--- src/rtl/mul_arb_pkg.sv ---
// mul_arb_pkg -- shared types and defaults for the shared-multiplier arbiter.
//   W_DEF / MUL_LAT_DEF : default operand width and multiplier latency
//   PROD_W              : product width for the default operand width (2*W)
//   req_id_t            : requester index (0 or 1)
//   tag_t               : per-issue tag {valid, id} carried alongside the multiplier
package mul_arb_pkg;

  localparam int W_DEF       = 24;
  localparam int MUL_LAT_DEF = 3;
  localparam int PROD_W      = 2 * W_DEF;

  typedef logic req_id_t;

  typedef struct packed {
    logic    valid;
    req_id_t id;
  } tag_t;

endpackage

--- src/rtl/mul_arb_rr2.sv ---
// mul_arb_rr2 -- two-way round-robin grant with its priority pointer.
//   clk, rstN : clock, asynchronous active-low reset
//   flush     : synchronous flush; blocks grants and returns priority to requester 0
//   reqValid  : per-requester request
//   grant     : one-hot (or zero) grant, combinational from reqValid and the pointer
module mul_arb_rr2
  import mul_arb_pkg::*;
(
  input  logic       clk,
  input  logic       rstN,
  input  logic       flush,
  input  logic [1:0] reqValid,
  output logic [1:0] grant
);

  req_id_t ptr_r;

  // Grant selection: a lone requester always wins, contention resolved by the pointer.
  always_comb begin
    grant = 2'b00;
    if (flush) begin
      grant = 2'b00;
    end else begin
      case (reqValid)
        2'b01:   grant = 2'b01;
        2'b10:   grant = 2'b10;
        2'b11:   grant = ptr_r ? 2'b10 : 2'b01;
        default: grant = 2'b00;
      endcase
    end
  end

  // Priority pointer: after serving requester i, favour the other one next.
  always_ff @(posedge clk or negedge rstN) begin
    if (!rstN) begin
      ptr_r <= 1'b0;
    end else if (flush) begin
      ptr_r <= 1'b0;
    end else if (grant != 2'b00) begin
      ptr_r <= ~grant[1];
    end
  end

endmodule

--- src/rtl/mul_share_arbiter.sv ---
// mul_share_arbiter -- lets two requesters share one fixed-latency multiplier.
//   Clk, RstN            : clock, asynchronous active-low reset
//   Flush                : synchronous flush of all in-flight operations
//   ReqValid / ReqReady  : per-requester handshake (ReqReady is combinational)
//   ReqA0/ReqB0, ReqA1/ReqB1 : operand pairs of requesters 0 and 1
//   MulValid, MulA, MulB : registered issue to the shared multiplier
//   MulProduct           : multiplier result, MUL_LAT cycles after MulValid
//   RspValid, RspProduct : one-cycle response to the owner of MulProduct
//   GrantCnt0/1          : saturating per-requester grant counters when
//                          MUL_ARB_PERF_CNT_EN is defined, constant 0 otherwise
module mul_share_arbiter
  import mul_arb_pkg::*;
#(
  parameter int W       = W_DEF,
  parameter int MUL_LAT = MUL_LAT_DEF
) (
  input  logic [0:0]     Clk,
  input  logic [0:0]     RstN,
  input  logic [0:0]     Flush,
  input  logic [1:0]     ReqValid,
  output logic [1:0]     ReqReady,
  input  logic [W-1:0]   ReqA0,
  input  logic [W-1:0]   ReqB0,
  input  logic [W-1:0]   ReqA1,
  input  logic [W-1:0]   ReqB1,
  output logic [0:0]     MulValid,
  output logic [W-1:0]   MulA,
  output logic [W-1:0]   MulB,
  input  logic [2*W-1:0] MulProduct,
  output logic [1:0]     RspValid,
  output logic [2*W-1:0] RspProduct,
  output logic [15:0]    GrantCnt0,
  output logic [15:0]    GrantCnt1
);

  logic [1:0] grant_s;
  logic       xfer_s;
  req_id_t    xferId_s;
  tag_t       tagPipe_r [MUL_LAT];
  tag_t       tagOut_s;
  logic [1:0] rspValid_r;

  mul_arb_rr2 uRr2 (
    .clk      (Clk),
    .rstN     (RstN),
    .flush    (Flush),
    .reqValid (ReqValid),
    .grant    (grant_s)
  );

  assign ReqReady = grant_s;
  assign xfer_s   = (grant_s != 2'b00);
  assign xferId_s = grant_s[1];
  assign tagOut_s = tagPipe_r[MUL_LAT-1];

  // Issue register: capture the winner's operands; operands hold when idle.
  always_ff @(posedge Clk or negedge RstN) begin
    if (!RstN) begin
      MulValid <= 1'b0;
      MulA     <= '0;
      MulB     <= '0;
    end else if (Flush) begin
      MulValid <= 1'b0;
    end else begin
      MulValid <= xfer_s;
      if (xfer_s) begin
        MulA <= xferId_s ? ReqA1 : ReqA0;
        MulB <= xferId_s ? ReqB1 : ReqB0;
      end
    end
  end

  // Tag pipeline: tracks which requester owns each product in flight.
  always_ff @(posedge Clk or negedge RstN) begin
    if (!RstN) begin
      for (int i = 0; i < MUL_LAT; i++) tagPipe_r[i] <= '0;
    end else if (Flush) begin
      for (int i = 0; i < MUL_LAT; i++) tagPipe_r[i] <= '0;
    end else begin
      tagPipe_r[0] <= '{valid: xfer_s, id: xferId_s};
      for (int i = 1; i < MUL_LAT; i++) tagPipe_r[i] <= tagPipe_r[i-1];
    end
  end

  // Response strobe: decode the oldest tag into a one-hot pulse aligned with MulProduct.
  always_ff @(posedge Clk or negedge RstN) begin
    if (!RstN) begin
      rspValid_r <= 2'b00;
    end else if (Flush) begin
      rspValid_r <= 2'b00;
    end else begin
      rspValid_r <= tagOut_s.valid ? (tagOut_s.id ? 2'b10 : 2'b01) : 2'b00;
    end
  end

  // A pulse already registered for the flush cycle itself belongs to a discarded
  // operation, so it is masked by Flush rather than waiting for the next edge.
  assign RspValid   = rspValid_r & {2{~Flush}};
  assign RspProduct = MulProduct;

`ifdef MUL_ARB_PERF_CNT_EN
  logic [15:0] grantCnt0_r;
  logic [15:0] grantCnt1_r;

  // Grant counters: saturate at all-ones, cleared only by reset.
  always_ff @(posedge Clk or negedge RstN) begin
    if (!RstN) begin
      grantCnt0_r <= 16'h0000;
      grantCnt1_r <= 16'h0000;
    end else begin
      if (grant_s[0] && (grantCnt0_r != 16'hFFFF)) grantCnt0_r <= grantCnt0_r + 16'h0001;
      if (grant_s[1] && (grantCnt1_r != 16'hFFFF)) grantCnt1_r <= grantCnt1_r + 16'h0001;
    end
  end

  assign GrantCnt0 = grantCnt0_r;
  assign GrantCnt1 = grantCnt1_r;
`else
  assign GrantCnt0 = 16'h0000;
  assign GrantCnt1 = 16'h0000;
`endif

endmodule

--- config.mk ---
export PLATFORM = sky130hd
export DESIGN_NAME = mul_share_arbiter
export DESIGN_NICKNAME = d
export VERILOG_FILES = /design/src/rtl/mul_arb_pkg.sv /design/src/rtl/mul_arb_rr2.sv /design/src/rtl/mul_share_arbiter.sv
export SDC_FILE = /design/constraint.sdc
export NUM_CORES = 1
export LEC_CHECK = 0
export BUFFER_PORTS_ARGS = -buffer_cell sky130_fd_sc_hd__buf_2
export CAP_MARGIN = 10
export CORE_AREA = 2 2 110 112
export CTS_CLUSTER_SIZE = 24
export DETAILED_ROUTE_END_ITERATION = 10
export DIE_AREA = 0 0 112 114
export GPL_ROUTABILITY_DRIVEN = 0
export PLACE_DENSITY = 0.62
export SLEW_MARGIN = 0
export SYNTH_ARGS = -nofsm -noshare
export SYNTH_HDL_FRONTEND = slang
export SYNTH_HIERARCHICAL = 1
export SYNTH_SLANG_ARGS = --single-unit
--- constraint.sdc ---
create_clock -name Clk -period 1.75 [get_ports Clk]
set_input_delay 0.2625 -clock Clk [delete_from_list [all_inputs] [get_ports Clk]]
set_output_delay 0.2625 -clock Clk [all_outputs]
set_load 0.005 [all_outputs]
## Yosys cells after proc, flatten, opt, wreduce, memory -nomap -nowiden

Index checks and enable logic that the tools add are counted.

| cells by class | value |
|---|---|
| magnitude comparators | 0 |
| reductions and logical operators | 3 |
| shifts and indexed selects | 0 |
| bitwise gates (word level) | 3 |
| multipliers | 0 |
| add/subtract/negate cells | 0 |
| eq/ne operators | 3 |
| muxes and demuxes | 12 |
| divide/modulo/power cells | 0 |

Operators with widths:

| cell | count |
|---|---|
| 24-bit two-way mux | 2 |
| 2-bit two-way mux | 5 |
| 6-bit two-way mux | 1 |
| 2-bit case mux with 3 select lines | 1 |
| 2-bit == test (second input constant) | 2 |
| 2-bit nonzero test | 2 |
| 1-bit two-way mux | 3 |
| 2-bit bitwise AND | 1 |
| 2-bit by 1-bit == test with 1-bit output (second input constant) | 1 |
| 1-bit inverter | 2 |
| 2-bit AND reduction | 1 |

| storage, ports and cells | value |
|---|---|
| bits of input ports | 149 |
| logic and storage cells | 32 |
| output and inout bits | 133 |
| ROM bits | 0 |
| bits in writable memories | 0 |
| bits in latches | 0 |
| flip-flop bits (word level) | 58 |
| memories kept | 0 |

## Depth between registers and ports, before layout

| logic depth | value |
|---|---|
| depth in word-level cells | 6 |
| mapped depth | 6 |

## Hierarchy

Netlist, hierarchy kept.

By module, submodules not included:

| module | instances | sequential area each (sq um) | cells an instance | area an instance (sq um) |
|---|---|---|---|---|
| mul_share_arbiter | 1 | 1,401.3 | 271 | 3,231.8 |
| mul_arb_rr2 | 1 | 25.0 | 6 | 66.3 |

## Worst setup path before layout

No wires, ideal clock.

| path | value |
|---|---|
| path type | flip-flop to flip-flop |
| from | register uRr2.ptr_r |
| to | register MulA[0] |
| library setup time | 123 ps |
| cell stages (with the launch flop) | 7 |
| data required time | 1,627 ps |
| data arrival time | 1,594 ps |
| setup slack | 34 ps |
| buffers on the path | 2 |
| cells stage by stage | dfrtp_1 -> a21oi_2 -> and2_1 -> buf_2 -> clkbuf_2 -> or4b_1 -> o221a_2 |

| on the way | value |
|---|---|
| longest elaborated chain between the ends | 5 |
| elaborated cells on any way between the ends | 6 |
| those cells by class | 4 x mux; 2 x reduce/logical |

RTL lines:

| what | RTL line | source |
|---|---|---|
| from (decl) | mul_arb_rr2.sv:16 | `req_id_t ptr_r;` |
| from (signal assigned) | mul_arb_rr2.sv:40 | `ptr_r <= ~grant[1];` |
| 2-bit two-way mux | mul_arb_rr2.sv:27 | `2'b11: grant = ptr_r ? 2'b10 : 2'b01;` |
| 2-bit case mux with 3 select lines | mul_arb_rr2.sv:24 | `case (reqValid)` |
| 2-bit two-way mux | mul_arb_rr2.sv:21 | `if (flush) begin` |
| named net ReqReady[0] | mul_share_arbiter.sv:21 | `output logic [1:0] ReqReady,` |
| 2-bit nonzero test | mul_share_arbiter.sv:52 | `assign xfer_s = (grant_s != 2'b00);` |
| 2-bit AND reduction (no source line) | -- |  |
| to (signal assigned) | mul_share_arbiter.sv:67 | `MulA <= xferId_s ? ReqA1 : ReqA0;` |
| to (decl) | mul_share_arbiter.sv:27 | `output logic [W-1:0] MulA,` |

The timed path passes the listed nets, and every way through them passes these cells.
A chain may end at the register's enable or synchronous reset.

## Final worst setup path

| path | value |
|---|---|
| from | register uRr2.ptr_r |
| to | register MulA[6] |

| on the way | value |
|---|---|
| longest elaborated chain between the ends | 5 |
| elaborated cells on any way between the ends | 6 |
| those cells by class | 4 x mux; 2 x reduce/logical |

RTL lines:

| what | RTL line |
|---|---|
| 2-bit two-way mux * | mul_arb_rr2.sv:27 |
| 2-bit case mux with 3 select lines * | mul_arb_rr2.sv:24 |
| 2-bit two-way mux * | mul_arb_rr2.sv:21 |
| 2-bit nonzero test | mul_share_arbiter.sv:52 |
| 2-bit AND reduction (no source line) | -- |

Mark *: on every way between the ends. The rest lies on a longest branch, timed or not.

==> metrics.md <==
| Metric | Value |
|---|---|
| Number of distinct library cells after synthesis | `21` |
| Clock buffer depth | `2` |
| Sink count of the clock tree | `57` |
| MaxCap Viol Count | `0` |
| GR Util met2 | `21.6%` |
| Worst reg2reg endpoint | `MulA[6]` |
| Arr. time, crit path | `1.88 ns` |
| Leakage power summed over all cells | `0.00188 µW` |
| Number of buffers inserted by port buffering | `153` |
| Initial antenna violation count | `0` |
| Setup Crit Path Kind | `reg2reg` |
| Switching share of power | `24.8%` |
| Hold Fails Final Rpt | `0` |
| IO Pins | `282` |
| Power Internal | `3310 µW` |
| Wire length after detailed routing | `8.73 mm` |
| Clock tree skew after final layout | `0.00954 ns` |
| Pre-CTS worst setup slack | `0.00737 ns` |
| Clock tree root driver cell | `clkbuf_16` |
| Global-route usage over all layers | `13.3%` |
| Via density per instance | `4.80` |
| Critical path endpoint | `MulA[6]` |
| Clk network pwr share | `42.0%` |
| Sequential area share after synthesis | `43.2%` |
| Period utilization | `96.0%` |
| Synth-to-Final Area Change | `26.5%` |
| Row count | `40` |
| Maximum frequency from static timing analysis | `0.595 GHz` |
| Sequential cell fraction of total power | `38.5%` |
| Placed insts | `516` |
| Grt ovf | `0` |
| Clock tree from TritonCTS | `built` |
| Worst Slack Setup Final | `0.0697 ns` |
| Number of buffers created by CTS | `9` |
| Combinational group share of total power | `19.5%` |
| Global routing met1 resource utilization | `15.8%` |
| CP max FO | `40` |
| First-pass detailed-route iteration total | `4` |
| Number of DRC markers after the initial detailed-route iteration | `271` |
| First-pass GRT wire length | `13.3 mm` |
| Number of H-tree branching levels | `3` |
| Accumulated negative setup slack | `0 ns` |
| Sum of net half-perimeters after detailed placement | `6.30 mm` |
| IR drop worst, VDD | `0.463 mV` |
| Min-delay worst type | `in2reg` |
| Via count of the first global-routing pass | `2528` |
| Width of the die | `112 µm` |
| DRC Markers | `0` |
| Result of the run | `complete, no violations` |
| Length in cells of the worst reg-to-reg path | `6` |
| Share of final-layout standard cells stronger than drive strength 1 | `61.1%` |
| Clock input transition at the sequential cells of the worst setup and hold paths | `0.06 ns` |
| Power per unit of standard cell area | `1060 nW/µm²` |
| Worst hold slack | `0.220 ns` |
| Leading cell type in the layout, fill and taps excluded | `buf_2` |
| Endpoints failing setup | `0` |
| Hold-critical path depth | `2` |
| Power spent charging and discharging nets | `1090 µW` |
| Data required time of the worst path | `1.95 ns` |
| Cell with the biggest individual delay on the critical path | `dfrtp_1` |
| Pin count of the biggest net entering global routing | `58` |
| Vertical extent of the die | `114 µm` |
| Met3 GRT Util | `5.42%` |
| Unrepaired setup endpoints after global routing | `true` |
| Non-Filler Instances | `533` |
| Net count of the finished layout | `530` |
| Most congested layer reported by global routing | `met2` |
| Die Area | `12800 µm²` |
| Synth Instances | `277` |
| Slowest Stage Delay on Critical Path | `0.41 ns` |
| Dominant cell type by count on the critical path | `buf_12` |
| Final critical path time including I/O delays and setup | `1.68 ns` |
| Beginning of the worst register-to-register path | `uRr2/ptr_r` |
| Final count of pins violating max slew | `0` |
| ANT nets after route | `0` |
| Core area | `11700 µm²` |
| Startpoint types | `register` |
| Setup slack on the worst flop-to-flop path | `0.07 ns` |
| Number of register bits inferred by synthesis | `57` |
| Effective utilization at floorplan | `28.2%` |
| Top library cells by usage in the layout, fill and taps aside | `153 x buf_2, 57 x dfrtp_1, 47 x or4b_1, 47 x o221a_2, 32 x conb_1` |
| Clock latency reported for the late side of the worst-skew pair | `0.32 ns` |
| CP startpoint | `uRr2/ptr_r` |
| Total number of vias | `2558` |
| Number of setup buffers added after CTS | `0` |
| Worst setup EP type | `register` |
| YS warnings | `6` |
| Post-DR wirelength/cell | `16.4 µm` |
| CP Cell Sequence | `nor2b_2, nor3b_4, buf_12, nand2b_2, buf_12, o221a_2` |
| Post-synthesis average cell area | `11.9 µm²` |
| Post-synthesis instance area | `3300 µm²` |
| Antenna diode count | `0` |
## how the worst min path moves through the flow
stage               from  endpoint  slack, ns
2_1_floorplan       RstN   MulA[0]      -0.03
3_3_place_gp        RstN  MulA[14]       0.30
3_5_place_dp        RstN  MulA[14]       0.30
4_1_cts        ReqB1[10]  MulB[10]       0.20
5_1_grt        ReqA1[20]  MulA[20]       0.21
6_report        ReqB1[4]   MulB[4]       0.22
## routing by layer
layer	up-vias	share of wire, %	wire, µm
met5	-	0	0
met4	0	2.3	199
met3	20	9.8	855
met2	164	48	4190
met1	1210	40	3490
li1	1164	-	-
## cells by family after synthesis
family / after synthesis / synth area share [%]
buffers and inverters: 107 / 22.1
and+or+nand+nor: 61 / 17.4
other: 1 / 0.114
AOI/OAI and AO/OA: 51 / 17.1
DFF: 57 / 43.2
## through the flow
stage	instance area, µm²	power [µW]	util, %
global route	4170	4640	35.6
global placement	3830	2570	32.7
finish	4170	4410	35.6
CTS	4150	4480	35.5
floorplan	3410	2230	-
detailed placement	3830	2590	32.7
## cell type report
class	count	area (µm²)
Tap cell	147	184
Inverter	1	3.75
Timing Repair Buffer	168	968
Multi-Input combinational cell	144	1280
Sequential cell	57	1430
Clock buffer	10	229
Clock inverter	6	82.6
Fill cell	1163	7540
## cell usage after synthesis
master / n / area (µm²)
or4b_1: 48 / 480
nor3b_2: 1 / 12.5
and3b_1: 1 / 8.76
and2_1: 1 / 6.26
a21oi_2: 1 / 8.76
o221a_2: 47 / 529
o211a_1: 1 / 10.0
buf_4: 80 / 601
clkbuf_2: 1 / 5.00
nor3b_1: 1 / 7.51
inv_1: 1 / 3.75
nor2b_1: 7 / 43.8
o21ba_2: 1 / 10.0
clkbuf_1: 15 / 56.3
buf_6: 2 / 22.5
o21a_1: 1 / 7.51
conb_1: 1 / 3.75
nand2b_1: 1 / 6.26
dfrtp_1: 57 / 1430
or3b_1: 1 / 8.76
buf_2: 8 / 40.0
## flip-flops by register name, indices dropped and copies added (netlist names)
register,flops
MulA,24
MulB,24
MulValid,1
rspValid_r,2
tagOut_s,2
tagPipe_r,3
uRr2/ptr_r,1
## worst max-delay path: cells and delay by family, from the launching register on
family,cells,cell delay [ns]
simple gates,3,0.44
flops,1,0.41
compound gates,1,0.29
buf+inv,2,0.39
## power groups by stage
stage / Sequential [µW] / Clock, µW / Combinational (µW)
after CTS: 1700 / 1910 / 874
after detailed placement: 1710 / 0 / 875
after global placement: 1710 / 0 / 857
final: 1700 / 1850 / 861
after floorplan: 1720 / 0 / 509
after global routing: 1720 / 1960 / 948
## repair_timing
item	4_1_cts	5_1_grt
hold buffers	1	0
gates resized for setup	1	5
endpoints found under the hold margin	36	0
endpoints found under the setup margin	5	35
(Power assumes the default switching activity.)
